===== config.mk =====
export PLATFORM = sky130hd
export DESIGN_NAME = bsg_compare_and_swap_restore
export DESIGN_NICKNAME = d
export VERILOG_FILES = /design/src/rtl/bsg_cas_pkg.sv /design/src/rtl/bsg_cas_flag_fifo.sv /design/src/rtl/bsg_compare_and_swap_restore.sv
export SDC_FILE = /design/constraint.sdc
export NUM_CORES = 1
export LEC_CHECK = 0
export CAP_MARGIN = 30
export CORE_UTILIZATION = 30
export CTS_CLUSTER_DIAMETER = 100
export DETAILED_ROUTE_END_ITERATION = 8
export DONT_BUFFER_PORTS = 1
export PLACE_DENSITY_LB_ADDON = 0.2
export RECOVER_POWER = 50
export SYNTH_ARGS = -nofsm -noshare
export SYNTH_HDL_FRONTEND = slang
export SYNTH_SLANG_ARGS = --single-unit

===== constraint.sdc =====
create_clock -name clk_i -period 5.7 [get_ports clk_i]
set_input_delay 0.855 -clock clk_i [delete_from_list [all_inputs] [get_ports clk_i]]
set_output_delay 0.855 -clock clk_i [all_outputs]
set_load 0.02 [all_outputs]

===== src/rtl/bsg_cas_pkg.sv =====
// Shared types and helpers for the compare-and-swap restore block.
package bsg_cas_pkg;

  localparam int unsigned cas_width_lp     = 16;
  localparam int unsigned cas_els_lp       = 4;
  localparam int unsigned cas_ptr_width_lp = $clog2(cas_els_lp);

  // One element pair; lo is element 0.
  typedef struct packed {
    logic [cas_width_lp-1:0] hi;
    logic [cas_width_lp-1:0] lo;
  } cas_pair_t;

  // Exchange the two halves when flag is set.
  function automatic cas_pair_t cas_swap(cas_pair_t pair, logic flag);
    cas_pair_t res;
    res = pair;
    if (flag) begin
      res.hi = pair.lo;
      res.lo = pair.hi;
    end
    return res;
  endfunction

endpackage


===== src/rtl/bsg_cas_flag_fifo.sv =====
// 1-bit swap-flag FIFO, els_p deep (power of 2). Count register separates full from empty.
module bsg_cas_flag_fifo #(
  parameter int unsigned els_p = 4
) (
  input  logic clk_i,
  input  logic reset_n_i,
  input  logic push_i,
  input  logic data_i,
  input  logic pop_i,
  output logic data_o,
  output logic full_o,
  output logic empty_o
);

  localparam int unsigned ptr_w_lp = (els_p > 1) ? $clog2(els_p) : 1;
  localparam int unsigned cnt_w_lp = $clog2(els_p + 1);

  logic [els_p-1:0]    mem_q, mem_d;
  logic [ptr_w_lp-1:0] wptr_q, wptr_d, rptr_q, rptr_d;
  logic [cnt_w_lp-1:0] count_q, count_d;
  logic                push_v, pop_v;

  assign full_o  = (count_q == cnt_w_lp'(els_p));
  assign empty_o = (count_q == '0);
  assign data_o  = mem_q[rptr_q];

  // Illegal push/pop requests are ignored rather than corrupting state.
  assign push_v = push_i & ~full_o;
  assign pop_v  = pop_i & ~empty_o;

  // Next-state: pointers wrap naturally since els_p is a power of 2.
  always_comb begin
    mem_d   = mem_q;
    wptr_d  = wptr_q;
    rptr_d  = rptr_q;
    count_d = count_q;
    if (push_v) begin
      mem_d[wptr_q] = data_i;
      wptr_d        = wptr_q + ptr_w_lp'(1);
    end
    if (pop_v) begin
      rptr_d = rptr_q + ptr_w_lp'(1);
    end
    unique case ({push_v, pop_v})
      2'b10:   count_d = count_q + cnt_w_lp'(1);
      2'b01:   count_d = count_q - cnt_w_lp'(1);
      default: count_d = count_q;
    endcase
  end

  // Pointer and occupancy state with synchronous active-low reset.
  always_ff @(posedge clk_i) begin
    if (!reset_n_i) begin
      wptr_q  <= '0;
      rptr_q  <= '0;
      count_q <= '0;
    end else begin
      wptr_q  <= wptr_d;
      rptr_q  <= rptr_d;
      count_q <= count_d;
    end
  end

  // Storage needs no reset; occupancy gates every read.
  always_ff @(posedge clk_i) begin
    mem_q <= mem_d;
  end

endmodule


===== src/rtl/bsg_compare_and_swap_restore.sv =====
// Restores original element order of pairs returning from a compare-and-swap pipe.
// Optional CAS_RESTORE_BYPASS_EN: with the flag FIFO empty, a flag arriving together with its
// pair and free output space is applied directly and never enters the FIFO.
module bsg_compare_and_swap_restore
  import bsg_cas_pkg::*;
#(
  parameter int unsigned width_p = cas_width_lp,
  parameter int unsigned els_p   = cas_els_lp
) (
  input  logic                 clk_i,
  input  logic                 reset_n_i,
  input  logic                 rec_v_i,
  input  logic                 rec_swapped_i,
  output logic                 rec_ready_o,
  input  logic                 data_v_i,
  input  logic [2*width_p-1:0] data_i,
  output logic                 data_ready_o,
  output logic                 v_o,
  output logic [2*width_p-1:0] data_o,
  output logic                 swapped_o,
  input  logic                 yumi_i
);

  logic                 fifo_full, fifo_empty, fifo_head, fifo_push, fifo_pop;
  logic                 flag_avail, flag, out_space, accept;
  logic [2*width_p-1:0] restored;
  logic                 v_q, v_d, swapped_q, swapped_d;
  logic [2*width_p-1:0] data_q, data_d;

  assign out_space = ~v_q | yumi_i;

`ifdef CAS_RESTORE_BYPASS_EN
  logic bypass;
  assign bypass     = fifo_empty & rec_v_i & data_v_i & out_space;
  assign flag_avail = ~fifo_empty | bypass;
  assign flag       = fifo_empty ? rec_swapped_i : fifo_head;
  assign fifo_push  = rec_v_i & ~fifo_full & ~bypass;
`else
  assign flag_avail = ~fifo_empty;
  assign flag       = fifo_head;
  assign fifo_push  = rec_v_i & ~fifo_full;
`endif

  // Flag acceptance never depends on a same-cycle pop.
  assign rec_ready_o  = ~fifo_full;
  assign data_ready_o = flag_avail & out_space;
  assign accept       = data_v_i & data_ready_o;
  assign fifo_pop     = accept & ~fifo_empty;

  bsg_cas_flag_fifo #(
    .els_p(els_p)
  ) u_flag_fifo (
    .clk_i    (clk_i),
    .reset_n_i(reset_n_i),
    .push_i   (fifo_push),
    .data_i   (rec_swapped_i),
    .pop_i    (fifo_pop),
    .data_o   (fifo_head),
    .full_o   (fifo_full),
    .empty_o  (fifo_empty)
  );

  // Un-swap mux; the packed pair type only fits the default element width.
  if (width_p == cas_width_lp) begin : g_pkg_swap
    assign restored = cas_swap(cas_pair_t'(data_i), flag);
  end else begin : g_gen_swap
    assign restored = flag ? {data_i[width_p-1:0], data_i[2*width_p-1:width_p]} : data_i;
  end

  // Output register: hold while stalled, reload on accept, clear on yumi.
  always_comb begin
    v_d       = v_q;
    data_d    = data_q;
    swapped_d = swapped_q;
    if (yumi_i) begin
      v_d = 1'b0;
    end
    if (accept) begin
      v_d       = 1'b1;
      data_d    = restored;
      swapped_d = flag;
    end
  end

  // Output state with synchronous active-low reset.
  always_ff @(posedge clk_i) begin
    if (!reset_n_i) begin
      v_q       <= 1'b0;
      data_q    <= '0;
      swapped_q <= 1'b0;
    end else begin
      v_q       <= v_d;
      data_q    <= data_d;
      swapped_q <= swapped_d;
    end
  end

  assign v_o       = v_q;
  assign data_o    = data_q;
  assign swapped_o = swapped_q;

endmodule


==> flow_summary.yaml, run 1 <==
die:
  die_area_sq_um: 7720
  initial_core_util_pct: 31.8
  floorplan.die.height_um: 87.8
  std_cell_rows: 30
  die_width_um: 87.8
  placeable_area_sq_um: 6940
  pin_count: 74
global_routing:
  grt_start_max_net_pins: 36
  grt_overall_usage_pct: 14.1
  antenna_found_initial: 0
  global_route.overflow_total: 0
  via_count_of_the_first_global_routing_pass: 1542
  grt_pass1_wl_mm: 8.19
logic_synthesis:
  post_synth_and_or_nand_nor_area_fraction_pct: 5.89
  synthesis.nets: 258
  netlist_top_cells_area: "sky130_fd_sc_hd__dfxtp_1 37%, sky130_fd_sc_hd__mux2i_1 15%, sky130_fd_sc_hd__a211oi_1 11%"
  synth.yosys.seq_area_share_pct: 42.6
  synth_async_sr_flop_share_pct: 0
  synth_compound_gate_area_share_pct: 23.0
  yosys.area_share.xor_xnor_pct: 0.792
  synth.area.mux_share_pct: 16.4
  netlist.area_leader.share_pct: 37.1
  synthDistinctLibCells: 33
  count_of_flip_flops_with_a_built_in_enable_after_synthesis: 4
  synth_top_area_cell: "sky130_fd_sc_hd__dfxtp_1"
  synth.cells.most_frequent: "41 x sky130_fd_sc_hd__dfxtp_1, 34 x sky130_fd_sc_hd__mux2i_1, 32 x sky130_fd_sc_hd__a211oi_1, 32 x sky130_fd_sc_hd__a31oi_1, 16 x sky130_fd_sc_hd__clkbuf_1"
  synth_fa_ha_area_share_pct: 3.74
  total_of_warnings_raised_by_yosys: 0
  synth_cells: 214
  synth.most_common_cell: "sky130_fd_sc_hd__dfxtp_1"
  synth.ff_latch_count: 45
  avgSynthCellArea_sq_um: 10.3
  synth_flop_cell: "sky130_fd_sc_hd__dfxtp_1"
  synth_top_family_by_area: "compound AO/OA/AOI/OAI gates"
  synthesis.area_sq_um: 2210
route:
  drc: 0
  routed_wirelength_mm: 5.40
  routed.top_layer: "met4"
  dr_total_vias: 1624
  met3RoutedLength_um: 426
  routedWlPerCell_um: 18.1
  drt-pass1-iter-count: 4
  drt-initial-drc-count: 72
  route.met2.wl_mm: 2.44
  via_per_inst: 5.45
  antenna_violating_nets_post_route: 0
  detail_route.wirelength.met1_mm: 2.44
clock_tree:
  post-cts-setup-buffer-count: 0
  cts_repair_resize_count: 0
  cts_root_buffer: "sky130_fd_sc_hd__clkbuf_8"
  cts-hold-fix-buffers: 0
  cts.path.max_buffers: 2
  clk_pin_slew_ps: 80
  total_clock_buffers_created_by_cts: 5
  cts-htree-levels: 2
  insertion_delay_ps: 290
  tritoncts: "yes"
  clkSinkCount: 45
timing:
  finalCritPeriodShare_pct: 53.5
  setup_violations: 0
  maxSlewViolCount: 34
  rsz0062_at_grt: "false"
  worst_clock_skew_ps: 4.75
  setup_total_negative_slack_ps: 0
  timing.max_slew.rel_slack_pct: -49.1
  worst_slew_pin_slew_ps: 2240
  report.final.hold_viol_count: 0
  max_freq_mhz: 328
  post-route-min-period_ps: 3050
place:
  total_placed_instance_area_sq_um: 2210
  port_buffers: 0
  hpwl_dp_mm: 3.53
  gp_congestion: 0.717
run_status:
  outcome: "finished, violations left"
  failed_checks: "max-capacitance violations, max-slew violations"
pwr:
  power-per-cell-area_nw_per_um2: 568
  power.ir.vdd_worst_uv: 135
  cellLeakagePower_nw: 0.850
setup_path:
  critPathCaptureType: "flop"
  timing.critical_path.arrival_ps: 3240
  worst_setup_path_start_kind: "flop"
  worst-setup-path-type: "reg -> reg"
  critical_path_required_ps: 5900
  path_max_fanout: 33
layout:
  drive_above_1_share_pct: 6.44
  antenna_cells: 0
  flow.area_growth_from_synthesis_pct: 3.90
  design.final.nets: 245
  post-route-cell-area_sq_um: 2300
flow_run:
  maxcap_viol_count: 1
min_path:
  hold_path_class: "reg -> reg"
-- final timing paths --
check | startpoint | cells past startpoint | to | slack [ps]
worst min-delay path | u_flag_fifo.rptr_q[1] | 2 | u_flag_fifo.rptr_q[1] | 510
worst max-delay path | u_flag_fifo.rptr_q[0] | 4 | data_o[16] | 2650
worst max register to register | u_flag_fifo.rptr_q[0] | 4 | data_o[16] | 2650
worst min register to register | u_flag_fifo.rptr_q[1] | 2 | u_flag_fifo.rptr_q[1] | 510
-- cells by family (layout without fill, tap and decap cells) --
group / Yosys count / after routing
AO/OA/AOI/OAI: 75 / 75
XOR/XNOR: 2 / 2
adder cells (fa/ha/maj): 6 / 6
buffers and inverters: 29 / 17
flip-flops: 45 / 45
multiplexers: 35 / 35
AND/OR/NAND/NOR: 22 / 22
-- state kept, by name, indices dropped and copies added (netlist names) --
name,flops
swapped_o,1
u_flag_fifo.wptr_q,2
u_flag_fifo.rptr_q,2
data_o,32
u_flag_fifo.mem_q,4
v_o,1
u_flag_fifo.count_q,3
-- layout make-up --
class / instances / area, sq um
clock buffers: 8 / 80.1
fillers: 733 / 4650
inverters: 4 / 15.0
multi-input cells: 140 / 1110
flip-flops and latches: 45 / 941
well taps: 96 / 120
repair buffers: 5 / 33.8
-- stage by stage --
step / utilization (%) / worst slack, ps / power (mW) / hold WS (ps) / cells
after detailed placement: 31.9 / 3090 / 1.12 / 499 / 289
after global routing: 33.1 / 2390 / 1.41 / 542 / 298
final: 33.1 / 2650 / 1.30 / 506 / 298
after CTS: 33.0 / 3320 / 1.32 / 510 / 297
after global placement: 31.9 / 3090 / 1.11 / 484 / 289
after floorplan: - / 3030 / 1.04 / 451 / 214
-- worst max-delay path, stage by stage (launching register included) --
cell and delay, ps:
sky130_fd_sc_hd__dfxtp_1 360, sky130_fd_sc_hd__mux4_2 340, sky130_fd_sc_hd__clkbuf_1 1580, sky130_fd_sc_hd__mux2i_1 300, sky130_fd_sc_hd__a211oi_1 330
-- where the power goes --
group | internal [mW] | switching [mW]
Clock | 0.0873 | 0.102
Sequential | 0.424 | 0.188
Combinational | 0.215 | 0.289
-- layout by cell type, fill, tap and decap left out --
cell type                  instances
sky130_fd_sc_hd__dfxtp_1          41
sky130_fd_sc_hd__mux2i_1          34
sky130_fd_sc_hd__a31oi_1          32
sky130_fd_sc_hd__a211oi_1         32
sky130_fd_sc_hd__a21oi_1           5
sky130_fd_sc_hd__ha_1              5
sky130_fd_sc_hd__clkbuf_8          5
sky130_fd_sc_hd__inv_1             4
sky130_fd_sc_hd__and3_1            4
sky130_fd_sc_hd__clkbuf_1          4
sky130_fd_sc_hd__buf_4             4
sky130_fd_sc_hd__edfxtp_1          4
sky130_fd_sc_hd__nor2_1            3
sky130_fd_sc_hd__nand2_1           2
sky130_fd_sc_hd__nand2b_1          2
sky130_fd_sc_hd__or3_1             2
sky130_fd_sc_hd__o31ai_1           2
sky130_fd_sc_hd__nand4_1           2
sky130_fd_sc_hd__nand3_1           2
sky130_fd_sc_hd__a21o_1            2
sky130_fd_sc_hd__nor2b_1           1
sky130_fd_sc_hd__nor3_1            1
sky130_fd_sc_hd__nor3_4            1
sky130_fd_sc_hd__or3b_2            1
sky130_fd_sc_hd__mux4_2            1
sky130_fd_sc_hd__o21a_1            1
sky130_fd_sc_hd__xnor2_1           1
sky130_fd_sc_hd__o21ai_0           1
sky130_fd_sc_hd__xor2_1            1
sky130_fd_sc_hd__or4_2             1
sky130_fd_sc_hd__fa_1              1
-- per-layer routing --
| layer | track usage [%] | vias to the layer above |
|---|---|---|
| li1 | - | 797 |
| met1 | 17.5 | 780 |
| met2 | 21.2 | 41 |
| met3 | 6.22 | 6 |
| met4 | 5.66 | 0 |
| met5 | 0 | - |
Power figures use the tool's default switching activity.
==> run 2, diff against run 1 <==
==> constraint.sdc (replaced) <==
create_clock -name clk_i -period 2.6 [get_ports clk_i]
set_input_delay 0.39 -clock clk_i [delete_from_list [all_inputs] [get_ports clk_i]]
set_output_delay 0.39 -clock clk_i [all_outputs]
set_load 0.02 [all_outputs]
==> run 2 against run 1 <==
  * Die area unchanged
  * Combinational power is 120% higher
  * The flow now finishes without violations
  * Final cell count is 0.67% higher
  * Largest cell class unchanged
  * Critical path depth grew 4
  * Total power increased by 130%
  * Highest routed layer unchanged
==> flow_summary.yaml, run 2 (same netlist as run 1, synthesis figures left out) <==
route:
  drt-pass1-iter-count: 4
  dr_total_vias: 1659
  routed_wirelength_mm: 5.52
  via_per_inst: 5.53
  drt-initial-drc-count: 86
  antenna_violating_nets_post_route: 0
  routedWlPerCell_um: 18.4
  drc: 0
place:
  dpl.cell_count: 291
  port_buffers: 0
  dp_slack_ps: 435
  total_placed_instance_area_sq_um: 2240
  hpwl_dp_mm: 3.56
  gp_congestion: 0.672
layout:
  post-route-cell-area_sq_um: 2370
  design.final.nets: 247
  utilization_pct: 34.1
  flow.area_growth_from_synthesis_pct: 7.24
  drive_above_1_share_pct: 8.33
  mostFrequentLayoutCells: "41 x sky130_fd_sc_hd__dfxtp_1, 34 x sky130_fd_sc_hd__mux2i_1, 32 x sky130_fd_sc_hd__a31oi_1, 32 x sky130_fd_sc_hd__a211oi_1, 6 x sky130_fd_sc_hd__clkbuf_8"
  layout_commonest_cell: "sky130_fd_sc_hd__dfxtp_1"
  antenna_cells: 0
  largest_reg_flops: 32
  final_cells: 300
timing:
  max_freq_mhz: 455
  rsz0062_at_grt: "false"
  post-route-worst-setup-slack_ps: 403
  timing.max_slew.rel_slack_pct: 48.6
  finalCritPeriodShare_pct: 84.5
  setup_violations: 0
  setup_total_negative_slack_ps: 0
  holdWs_ps: 184
  maxSlewViolCount: 0
  post-route-min-period_ps: 2200
  report.final.hold_viol_count: 0
  worst_slew_pin_slew_ps: 771
  worst_clock_skew_ps: 11.5
global_routing:
  global_route.overflow_total: 0
  grt-busiest-layer: "met2"
  grt_pass1_wl_mm: 8.65
  grt_start_max_net_pins: 36
  grtUsageMet3_pct: 5.47
  via_count_of_the_first_global_routing_pass: 1624
  antenna_found_initial: 0
  grtUsageMet1_pct: 19.7
  globalRouteMet2Util_pct: 22.7
  grt_overall_usage_pct: 14.9
pwr:
  cellLeakagePower_nw: 0.883
  fin_total_pwr_mw: 3.02
  power.ir.vdd_worst_uv: 411
  power-per-cell-area_nw_per_um2: 1270
setup_path:
  path_max_fanout: 5
  critical_path_required_ps: 2830
  worst-setup-path-type: "reg -> reg"
  worst_setup_path_start_kind: "flop"
  critPathSlowestCell: "sky130_fd_sc_hd__fa_1"
  critPathCaptureType: "flop"
  critical_path_cell_sequence: "nor3_1 -> clkbuf_1 -> nor3_4 -> ha_1 -> fa_1 -> xnor2_1 -> or3_1 -> a21oi_1"
  timing.critical_path.arrival_ps: 2430
  max_stage_delay_ps: 390
die:
  pin_count: 74
  placeable_area_sq_um: 6940
  floorplan.die.height_um: 87.8
  die_area_sq_um: 7720
  std_cell_rows: 30
  die_width_um: 87.8
  initial_core_util_pct: 31.8
clock_tree:
  cts_root_buffer: "sky130_fd_sc_hd__clkbuf_8"
  cts-hold-fix-buffers: 0
  cts-htree-levels: 2
  insertion_delay_ps: 300
  post-cts-setup-buffer-count: 0
  cts_repair_resize_count: 0
  total_clock_buffers_created_by_cts: 5
  clkSinkCount: 45
  tritoncts: "yes"
  clk_pin_slew_ps: 90
  cts.path.max_buffers: 2
flow_run:
  maxcap_viol_count: 0
run_status:
  outcome: "finished, final reports clean"
min_path:
  hold_path_class: "in -> reg"
-- run 2: cell count changes in the layout (fill, tap and decap cells not counted), sizes merged --
cell	delta
clkinvlp	+1
bufinv	+1
-- run 2: power by group --
part	leakage, nW	total (mW)	internal, mW	switching [mW]
clock network	0.0574	0.562	0.313	0.249
registers	0.373	1.33	0.929	0.400
logic	0.452	1.13	0.470	0.661
-- run 2: final cells by class --
cell class,instances,area (sq um)
fillers,711,4570
multi-input cells,140,1110
flip-flops and latches,45,941
well taps,96,120
clock buffers,6,82.6
repair buffers,7,67.6
clock inverters,2,37.5
inverters,4,15.0
-- run 2: path summary, 6_finish.rpt --
kind	start	end	slack, ps	depth (start not counted)
hold reg to reg	u_flag_fifo.rptr_q[1]	u_flag_fifo.rptr_q[1]	510	2
setup reg to reg	u_flag_fifo.count_q[0]	u_flag_fifo.count_q[2]	400	8
setup / recovery	u_flag_fifo.count_q[0]	u_flag_fifo.count_q[2]	400	8
hold / removal	rec_swapped_i	u_flag_fifo.mem_q[3]	180	0
-- run 2: worst max-delay path: cells and delay by family (launching register included) --
family	cells	cell delay, ps
AOI/OAI and AO/OA	1	140
xor gates and xnor gates	1	140
adders and majority gates	2	650
buffers and inverters	1	270
DFF	1	370
and+or+nand+nor	3	570
-- run 2: per-layer routing --
| metal | up-vias | share of wire (%) |
|---|---|---|
| li1 | 795 | - |
| met1 | 817 | 45 |
| met2 | 43 | 46 |
| met3 | 4 | 7.8 |
| met4 | 0 | 1.2 |
| met5 | - | 0 |
